`src/rtl/wb_master_pkg.sv`:
```
// Shared types and sizes for the user-area Wishbone host master.
package wb_master_pkg;

  localparam int unsigned WB_AW              = 32;
  localparam int unsigned WB_DW              = 32;
  localparam int unsigned WB_SW              = 4;
  localparam int unsigned WB_TIMEOUT_DEFAULT = 255;

  typedef enum logic [1:0] {
    IDLE,
    BUS,
    RESP
  } wb_state_e;

  // Latched command as it appears on the bus.
  typedef struct packed {
    logic             we;
    logic [WB_AW-1:0] adr;
    logic [WB_DW-1:0] dat;
    logic [WB_SW-1:0] sel;
  } wb_req_t;

  // Response payload returned to the command issuer.
  typedef struct packed {
    logic             err;
    logic [WB_DW-1:0] dat;
  } wb_rsp_t;

endpackage

```
`src/rtl/wb_timeout_ctr.sv`:
```
// Clear/enable saturating counter of unacknowledged strobe cycles.
// expired is registered and is high during the last strobe cycle allowed before timeout.
module wb_timeout_ctr
  import wb_master_pkg::*;
#(
  parameter int unsigned TIMEOUT_CYCLES = WB_TIMEOUT_DEFAULT
) (
  input  logic clk,
  input  logic rst,
  input  logic clear,
  input  logic enable,
  output logic expired
);

  localparam int unsigned CW  = $clog2(TIMEOUT_CYCLES + 1);
  localparam int unsigned CW1 = CW + 1;
  localparam logic [CW-1:0]  LIMIT = CW'(TIMEOUT_CYCLES);
  localparam logic [CW1-1:0] LAST  = CW1'(TIMEOUT_CYCLES - 1);

  logic [CW-1:0]  cnt;
  logic [CW1-1:0] cnt_inc;

  assign cnt_inc = {1'b0, cnt} + CW1'(1);

  // expired looks one count ahead so the FSM can leave BUS on the Nth strobe cycle.
  always_ff @(posedge clk) begin
    if (rst) begin
      cnt     <= '0;
      expired <= 1'b0;
    end else if (clear) begin
      cnt     <= '0;
      expired <= (TIMEOUT_CYCLES == 1);
    end else if (enable) begin
      if (cnt != LIMIT) begin
        cnt <= cnt + CW'(1);
      end
      expired <= expired || (cnt_inc >= LAST);
    end
  end

endmodule

```
`src/rtl/wb_host_master.sv`:
```
// Single-outstanding Wishbone classic master driven by a valid/ready command channel,
// returning read data or a timeout error on a valid/ready response channel.
module wb_host_master
  import wb_master_pkg::*;
#(
  parameter int unsigned TIMEOUT_CYCLES = WB_TIMEOUT_DEFAULT
) (
  input  logic             wb_clk_i,
  input  logic             wb_rst_i,
  input  logic             cmd_valid,
  output logic             cmd_ready,
  input  logic             cmd_we,
  input  logic [WB_AW-1:0] cmd_adr,
  input  logic [WB_DW-1:0] cmd_dat,
  input  logic [WB_SW-1:0] cmd_sel,
  output logic             rsp_valid,
  input  logic             rsp_ready,
  output logic [WB_DW-1:0] rsp_dat,
  output logic             rsp_err,
  output logic             wbm_cyc_o,
  output logic             wbm_stb_o,
  output logic             wbm_we_o,
  output logic [WB_AW-1:0] wbm_adr_o,
  output logic [WB_DW-1:0] wbm_dat_o,
  output logic [WB_SW-1:0] wbm_sel_o,
  input  logic [WB_DW-1:0] wbm_dat_i,
  input  logic             wbm_ack_i
);

  wb_state_e state;
  wb_req_t   req_q;
  wb_rsp_t   rsp_q;
  logic      cyc_q;
  logic      rsp_valid_q;
  logic      expired;

  // Bus payload register is zeroed whenever cyc is low, so outputs read 0 outside BUS.
  assign wbm_cyc_o = cyc_q;
  assign wbm_stb_o = cyc_q;
  assign wbm_we_o  = req_q.we;
  assign wbm_adr_o = req_q.adr;
  assign wbm_dat_o = req_q.dat;
  assign wbm_sel_o = req_q.sel;

  assign rsp_valid = rsp_valid_q;
  assign rsp_dat   = rsp_q.dat;
  assign rsp_err   = rsp_q.err;

  assign cmd_ready = (state == IDLE) && !wb_rst_i;

  wb_timeout_ctr #(
    .TIMEOUT_CYCLES(TIMEOUT_CYCLES)
  ) u_timeout (
    .clk    (wb_clk_i),
    .rst    (wb_rst_i),
    .clear  (state == IDLE),
    .enable ((state == BUS) && !wbm_ack_i),
    .expired(expired)
  );

  // Control FSM with command latch and response register; ack takes priority over timeout.
  always_ff @(posedge wb_clk_i) begin
    if (wb_rst_i) begin
      state       <= IDLE;
      req_q       <= '0;
      rsp_q       <= '0;
      cyc_q       <= 1'b0;
      rsp_valid_q <= 1'b0;
    end else begin
      case (state)
        IDLE: begin
          if (cmd_valid) begin
            req_q <= '{we: cmd_we, adr: cmd_adr, dat: cmd_dat, sel: cmd_sel};
            cyc_q <= 1'b1;
            state <= BUS;
          end
        end
        BUS: begin
          if (wbm_ack_i || expired) begin
            rsp_q.err   <= !wbm_ack_i;
            rsp_q.dat   <= (wbm_ack_i && !req_q.we) ? wbm_dat_i : '0;
            rsp_valid_q <= 1'b1;
            cyc_q       <= 1'b0;
            req_q       <= '0;
            state       <= RESP;
          end
        end
        RESP: begin
          if (rsp_ready) begin
            rsp_valid_q <= 1'b0;
            rsp_q       <= '0;
            state       <= IDLE;
          end
        end
        default: state <= IDLE;
      endcase
    end
  end

endmodule

```
`config.mk`:
```
export PLATFORM = sky130hd
export DESIGN_NAME = wb_host_master
export DESIGN_NICKNAME = d
export VERILOG_FILES = /design/src/rtl/wb_master_pkg.sv /design/src/rtl/wb_timeout_ctr.sv /design/src/rtl/wb_host_master.sv
export SDC_FILE = /design/constraint.sdc
export NUM_CORES = 1
export LEC_CHECK = 0
export CAP_MARGIN = 20
export CORE_ASPECT_RATIO = 0.5
export CORE_UTILIZATION = 40
export CTS_CLUSTER_SIZE = 8
export DETAILED_ROUTE_END_ITERATION = 16
export MAX_ROUTING_LAYER = met4
export PLACE_DENSITY = 0.9
export SLEW_MARGIN = 10
export SYNTH_ARGS = -nofsm -noshare
export SYNTH_HDL_FRONTEND = slang
export SYNTH_HIERARCHICAL = 1
export SYNTH_SLANG_ARGS = --single-unit
```
`constraint.sdc`:
```
create_clock -name wb_clk_i -period 2.1 [get_ports wb_clk_i]
set_input_delay 0.315 -clock wb_clk_i [delete_from_list [all_inputs] [get_ports wb_clk_i]]
set_output_delay 0.315 -clock wb_clk_i [all_outputs]
set_load 0.02 [all_outputs]
```
==> results.py, run 1 <==
metrics = {
    "timing": {
        "clock_skew_ns": 0.007847,
        "hold_violations": 0,
        "tns_ns": 0,
        "setup_viol": 0,
        "fin_crit_sh": 0.9612,
        "worst-slew-pin-transition_ns": 0.7032,
        "rsz0062_at_grt": "no",
        "slew_viol_final": 0,
        "timing.fmax_mhz": 495.4,
        "period_minus_slack_ns": 2.019,
        "relSlewSlack": 0.5312,
    },
    "setup_path": {
        "critical_path.cell_chain": "nor3_2 > clkdlybuf4s50_1",
        "worstPathMaxFanout": 12,
        "crit_type": "flip-flop to output pin",
        "end_kind": "output pin",
        "critPathArrivalTime_ns": 1.70,
        "slowest_stage": "clkdlybuf4s50_1",
        "rr_startpoint": "state[0]",
        "rrSetupSlack_ns": 0.32,
        "startpoint_type": "flip-flop",
        "reg2regPathDepth": 4,
        "path_delay_family": "buffers and inverters",
        "crit_buf_inv": 1,
        "rr_endpoint": "wbm_dat_o[7]",
        "critPathMaxStageDelay_ns": 0.66,
        "critPathRequiredTime_ns": 1.78,
    },
    "clocking": {
        "cts-root-buf": "clkbuf_16",
        "clkSinkCount": 115,
        "cts_tree": "done",
        "clock_path_buffers": 2,
        "htreeDepth": 4,
        "ctsHoldBuffers": 0,
        "post-cts-setup-buffers": 0,
        "cts_resized": 0,
        "worstSkewPairLatency_ns": 0.40,
        "clk_pin_slew_ns": 0.06,
        "numCtsBuffers": 17,
    },
    "synth": {
        "ys_seq_elements": 115,
        "synth_ff_type": "dfxtp_1",
        "netlist.top_cell.by_area": "dfxtp_1",
        "synth_compound_area_frac": 0.2426,
        "synthSimpleGateAreaFrac": 0.1560,
        "synth_xor_xnor_area_share": 0.01010,
        "ys_types": 43,
        "synthCells": 400,
        "synth_top_family_by_area": "compound AO/OA/AOI/OAI gates",
        "yosys_warnings": 6,
        "synth_nets": 508,
        "synth_edf_count": 0,
        "async_flop_share": 0,
        "synth_area_um2": 4338,
        "synth_mux_area_frac": 0.004615,
        "netlist.area_leader.share": 0.5307,
        "yosysMostFrequentCell": "dfxtp_1",
        "synthAdderAreaFrac": 0.005769,
        "ys_seq_area_frac": 0.5307,
        "avgSynthCellArea_um2": 10.84,
        "synthTopCellsByArea": "dfxtp_1, a22o_1, o32ai_1",
        "synth_common_cells": "dfxtp_1, a22o_1, nand2b_1",
    },
    "worst_hold_path": {
        "hp-start": "wbm_dat_o[18]",
        "min_to": "wbm_dat_o[18]",
        "hold_path_class": "flip-flop to flip-flop",
        "min_delay_path_depth": 1,
    },
    "power": {
        "p_sw_mw": 1.523,
        "switching_share": 0.2464,
        "clock_power_share": 0.477,
        "pwr-share-comb": 0.142,
        "ir_drop_mv": 0.4960,
        "p_leak_nw": 2.607,
        "power_density_nw_per_um2": 859.0,
        "power.internal_mw": 4.657,
        "seq_power_share": 0.381,
    },
    "floorplanning": {
        "die_h_um": 75.64,
        "core-area_um2": 10380,
        "die_w_um": 149.3,
        "fp-row-count": 26,
        "io_pins": 212,
        "die_area_um2": 11290,
        "initial_core_util": 0.4180,
    },
    "run_status": {
        "status": "finished, final reports clean",
    },
    "route": {
        "dr.pass1.iters": 5,
        "dr_total_vias": 4017,
        "ant_nets": 0,
        "totalWireLength_um": 12850,
        "drt_iter0_markers": 199,
        "wl_per_cell_um": 17.02,
        "drc": 0,
        "vias_per_cell": 5.321,
    },
    "placement": {
        "portBuffers": 211,
        "place.gp.congestion": 0.7849,
        "postPlaceCellArea_um2": 6584,
        "dp_hpwl_um": 8502,
    },
    "finish": {
        "multi_input_area_um2": 1829,
        "fin_area_um2": 7194,
        "area_growth_pct": 65.85,
        "diodes": 0,
        "drive_gt1_frac": 0.09268,
        "finalNetCount": 710,
        "ff_latch_area_um2": 2302,
        "fill_cells": 766,
    },
    "flow_run": {
        "drv_cap": 0,
    },
    "grt": {
        "antenna_found_initial": 0,
        "grt_max_degree": 73,
        "grtUsageTotal": 0.2316,
        "grt_pass1_vias": 3840,
        "grt_pass1_wl_um": 19410,
        "overflow": 0,
    },
}
## layout by cell type, fill, tap and decap left out, types with 2 or more instances in the layout
cell type,instances
clkdlybuf4s50_1,210
dfxtp_1,115
a22o_1,69
nand2b_1,35
nand3b_1,32
o32ai_1,32
clkbuf_16,17
nor2_1,12
buf_4,10
a21oi_1,8
clkinv_4,5
inv_1,4
o21ai_0,4
clkinvlp_4,4
buf_12,4
nor3_1,3
bufinv_16,3
nand4_1,3
xnor2_1,3
nand3_1,3
a211oi_1,2
a31oi_1,2
or3_1,2
inv_6,2
nand3_2,2
xor2_1,2
nand2_1,2
ha_1,2
## stage by stage
| stage | utilization | power, mW | instances | worst slack, ns | hold WS (ns) |
|---|---|---|---|---|---|
| 6_report | 0.6933 | 6.180 | 755 | 0.08150 | 0.4732 |
| 5_1_grt | 0.6933 | 6.417 | 755 | 0.02107 | 0.4861 |
| 4_1_cts | 0.6933 | 6.234 | 755 | 0.07461 | 0.4769 |
| 3_5_place_dp | 0.6344 | 3.274 | 723 | 0.07585 | 0.4625 |
| 3_3_place_gp | 0.6344 | 3.255 | 723 | 0.1683 | 0.4614 |
| 2_1_floorplan | - | 2.786 | 400 | 0.2929 | 0.4405 |
## flip-flops by register name (all words and copies together) (netlist names)
register	flops
rsp_err	1
wbm_we_o	1
u_timeout/expired	1
state	2
wbm_cyc_o	1
wbm_dat_o	32
u_timeout/cnt	8
rsp_valid	1
wbm_sel_o	4
wbm_adr_o	32
rsp_dat	32
## metal layers
| layer | vias up | GRT usage | share of wire |
|---|---|---|---|
| met4 | 0 | 0.1077 | 0.027 |
| li1 | 1907 | - | - |
| met5 | - | - | 0 |
| met3 | 30 | 0.06108 | 0.041 |
| met1 | 1962 | 0.2495 | 0.40 |
| met2 | 118 | 0.4103 | 0.53 |
## final cells by class
cell class              count  share of cell area
flip-flops and latches    115              0.3200
repair buffers            225              0.3144
multi-input cells         239              0.2543
clock buffers              18             0.05965
clock inverters            14             0.02522
well taps                 140             0.02435
inverters                   4            0.002087
## power by group through the flow
stage | Clock, mW | Combinational, mW | Sequential [mW]
after floorplan | 0 | 0.272 | 2.51
after global placement | 0 | 0.859 | 2.40
after detailed placement | 0 | 0.876 | 2.40
after CTS | 3.00 | 0.883 | 2.36
after global routing | 3.12 | 0.931 | 2.37
final | 2.94 | 0.879 | 2.36
## cell families (layout without fill, tap and decap cells)
family / count (synthesis) / after routing
buffers and inverters: 46 / 261
AO/OA/AOI/OAI: 125 / 125
flip-flops: 115 / 115
adder cells (fa/ha/maj): 2 / 2
XOR/XNOR: 5 / 5
multiplexers: 2 / 2
AND/OR/NAND/NOR: 105 / 105
## worst reg2reg max path, cell delays in order (launching register included)
cell and delay, ns:
dfxtp_1 0.56, or3b_1 0.46, a31oi_4 0.22, buf_12 0.27, a22o_1 0.22
## how the worst max path moves through the flow
stage                       endpoint  cells past startpoint      start  slack (ns)
CTS                        cmd_ready                      2   state[0]        0.07
detailed placement      wbm_dat_o[7]                      5  wbm_ack_i        0.08
finish                     cmd_ready                      2   state[0]        0.08
global placement       wbm_adr_o[23]                      5  wbm_ack_i        0.17
floorplan           u_timeout/cnt[5]                      6   state[1]        0.29
global route               cmd_ready                      2   state[0]        0.02
Power figures use the tool's default switching activity.
==> run 2: changes to the inputs <==
--- a/config.mk
+++ b/config.mk
@@ -5,7 +5,6 @@
 export SDC_FILE = /design/constraint.sdc
 export NUM_CORES = 1
 export LEC_CHECK = 0
-export CAP_MARGIN = 20
 export CORE_ASPECT_RATIO = 0.5
 export CORE_UTILIZATION = 40
 export CTS_CLUSTER_SIZE = 8
==> results of run 2 <==
Same layout as run 1: the final DEF is identical, and so are final timing and power.
==> RTL change: new RTL, settings of run 1 <==
The package constant `WB_TIMEOUT_DEFAULT` goes from 255 to 510.
--- a/src/rtl/wb_master_pkg.sv
+++ b/src/rtl/wb_master_pkg.sv
@@ -4,7 +4,7 @@
   localparam int unsigned WB_AW              = 32;
   localparam int unsigned WB_DW              = 32;
   localparam int unsigned WB_SW              = 4;
-  localparam int unsigned WB_TIMEOUT_DEFAULT = 255;
+  localparam int unsigned WB_TIMEOUT_DEFAULT = 510;
 
   typedef enum logic [1:0] {
     IDLE,
Function: same outputs for any inputs over 10 cycles, from zero or initial values and one cycle with wb_rst_i high; that may be too few to reach the edited logic, so the function may still have changed.
==> RTL change against run 1 <==
Routed wire length up 3.5%. Setup slack worse by 0.022 ns. Sequential cell count is 1 higher. Global-route usage rose by 0.69 points. Area after synthesis increased by 3.0%. Total power fell by 1.3%. Design area up 1.8%. Critical path depth unchanged. Critical path type unchanged. Largest cell class unchanged. Highest routed layer unchanged.
==> RTL change: results <==
set metrics [dict create \
    portBuffers 211 \
    dp_hpwl_um 9243 \
    antennaDiodeCount 0 \
    hold_end "wbm_dat_o[16]" \
    tns_ns 0 \
    dp_slack_ns 0.05007 \
    intPower_mw 4.665 \
    synthArstFlopShare_pct 0 \
    gp_congestion 0.8837 \
    leakagePower_nw 2.697 \
    cts_buffers 17 \
    yosysSeqAreaShare_pct 51.96 \
    min-delay-start "wbm_dat_o[16]" \
    grt.total_usage_pct 23.85 \
    r2r_end "u_timeout/cnt[6]" \
    critPathLaunchType "register" \
    grt_pass1_wl_um 20980 \
    grt_pass1_vias 4236 \
    synth-edff-count 0 \
    drt_iter0_drc 250 \
    synthTopCellsByCount "116 x dfxtp_1, 69 x a22o_1, 35 x nand2b_1" \
    ant_nets 0 \
    nets 723 \
    setup_viol 0 \
    max_slew_margin_pct 72.11 \
    drt_pre_antenna_iters 4 \
    rr_worst_depth 5 \
    fin_crit_ns 2.040 \
    irDropWorstVdd_uv 788.0 \
    grt_max_degree 51 \
    fin_skew_ns 0.007747 \
    ys.flop_type "dfxtp_1" \
    yosys_warnings 6 \
    status "finished, final reports clean" \
    synth_fp_nets 521 \
    drive_gt1_share_pct 9.410 \
    worstSkewPairLatency_ns 0.40 \
    antenna_found_initial 0 \
    cp_max_fo 12 \
    viasPerCell 5.389 \
    synthTopCellsByArea "dfxtp_1 52%, a22o_1 14%, o32ai_1 6.3%" \
    cp_data_arrival_time_ns 1.73 \
    cts_root_buffer "clkbuf_16" \
    fillerInstances 767 \
    ys_types 47 \
    holdPathStages 1 \
    post_drt_wl_per_cell_um 17.34 \
    r2r_setup_slack_ns 0.25 \
    clk_pin_slew_ns 0.05 \
]
[RTL change: changes by cell type in the layout (fill, tap and decap cells not counted), moves of 3 or more]
cell and change:
nor2_1 -4, clkinv_4 -4, nand3_1 -3, clkinv_2 +5, nand2_1 +4, clkinvlp_4 -3, clkbuf_8 +4
[RTL change: stage by stage]
step / power, mW / hold slack (ns) / util, % / cell area, µm² / cells
detailed placement: 3.306 / 0.4654 / 63.88 / 6733 / 735
global route: 6.303 / 0.4925 / 69.47 / 7322 / 767
CTS: 6.159 / 0.4804 / 69.47 / 7322 / 767
global placement: 3.280 / 0.4594 / 63.88 / 6733 / 735
finish: 6.100 / 0.4733 / 69.47 / 7322 / 767
floorplan: 2.804 / 0.4405 / - / 4469 / 412
[RTL change: final cells by class]
class	count	area, µm²	area share, %
clock buffer	23	488.0	6.664
clock inverter	9	101.3	1.384
inverter	5	18.77	0.2563
multi-input combinational	246	1919	26.21
sequential	116	2322	31.72
tap	140	175.2	2.392
timing repair buffer	228	2297	31.37
[RTL change: routing by layer]
layer	up-vias	global-route usage [%]	share of wire, %
met5	-	-	0
met4	0	12.30	3.2
met3	39	5.238	4.9
met2	125	42.15	52
met1	2001	24.87	40
li1	1968	-	-
[RTL change: logic make-up (layout without fill, tap and decap cells)]
family,Yosys count,in the layout,share of synthesized area [%]
AOI/OAI and AO/OA,132,132,24.92
DFF,116,116,51.96
and+or+nand+nor,104,104,15.51
buffers and inverters,50,265,5.347
xor gates and xnor gates,5,5,0.9800
adders and majority gates,3,3,0.8400
muxes,2,2,0.4479
[RTL change: worst max-delay path, stage by stage, from the launching register on]
cell and delay [ns]:
dfxtp_1 0.43, nor3_2 0.22, clkdlybuf4s50_1 0.67
[RTL change: worst max-delay path by stage]
stage / to / cells past startpoint
finish: cmd_ready / 2
floorplan: u_timeout/cnt[6] / 7
CTS: cmd_ready / 2
detailed placement: wbm_dat_o[22] / 5
global route: cmd_ready / 2
global placement: u_timeout/cnt[7] / 6
[RTL change: power by group through the flow]
stage	Clock, mW	Sequential [mW]	Combinational, mW
after floorplan	0	2.53	0.272
after global placement	0	2.41	0.868
after detailed placement	0	2.42	0.888
after CTS	2.89	2.38	0.890
after global routing	2.98	2.39	0.938
final	2.84	2.38	0.887
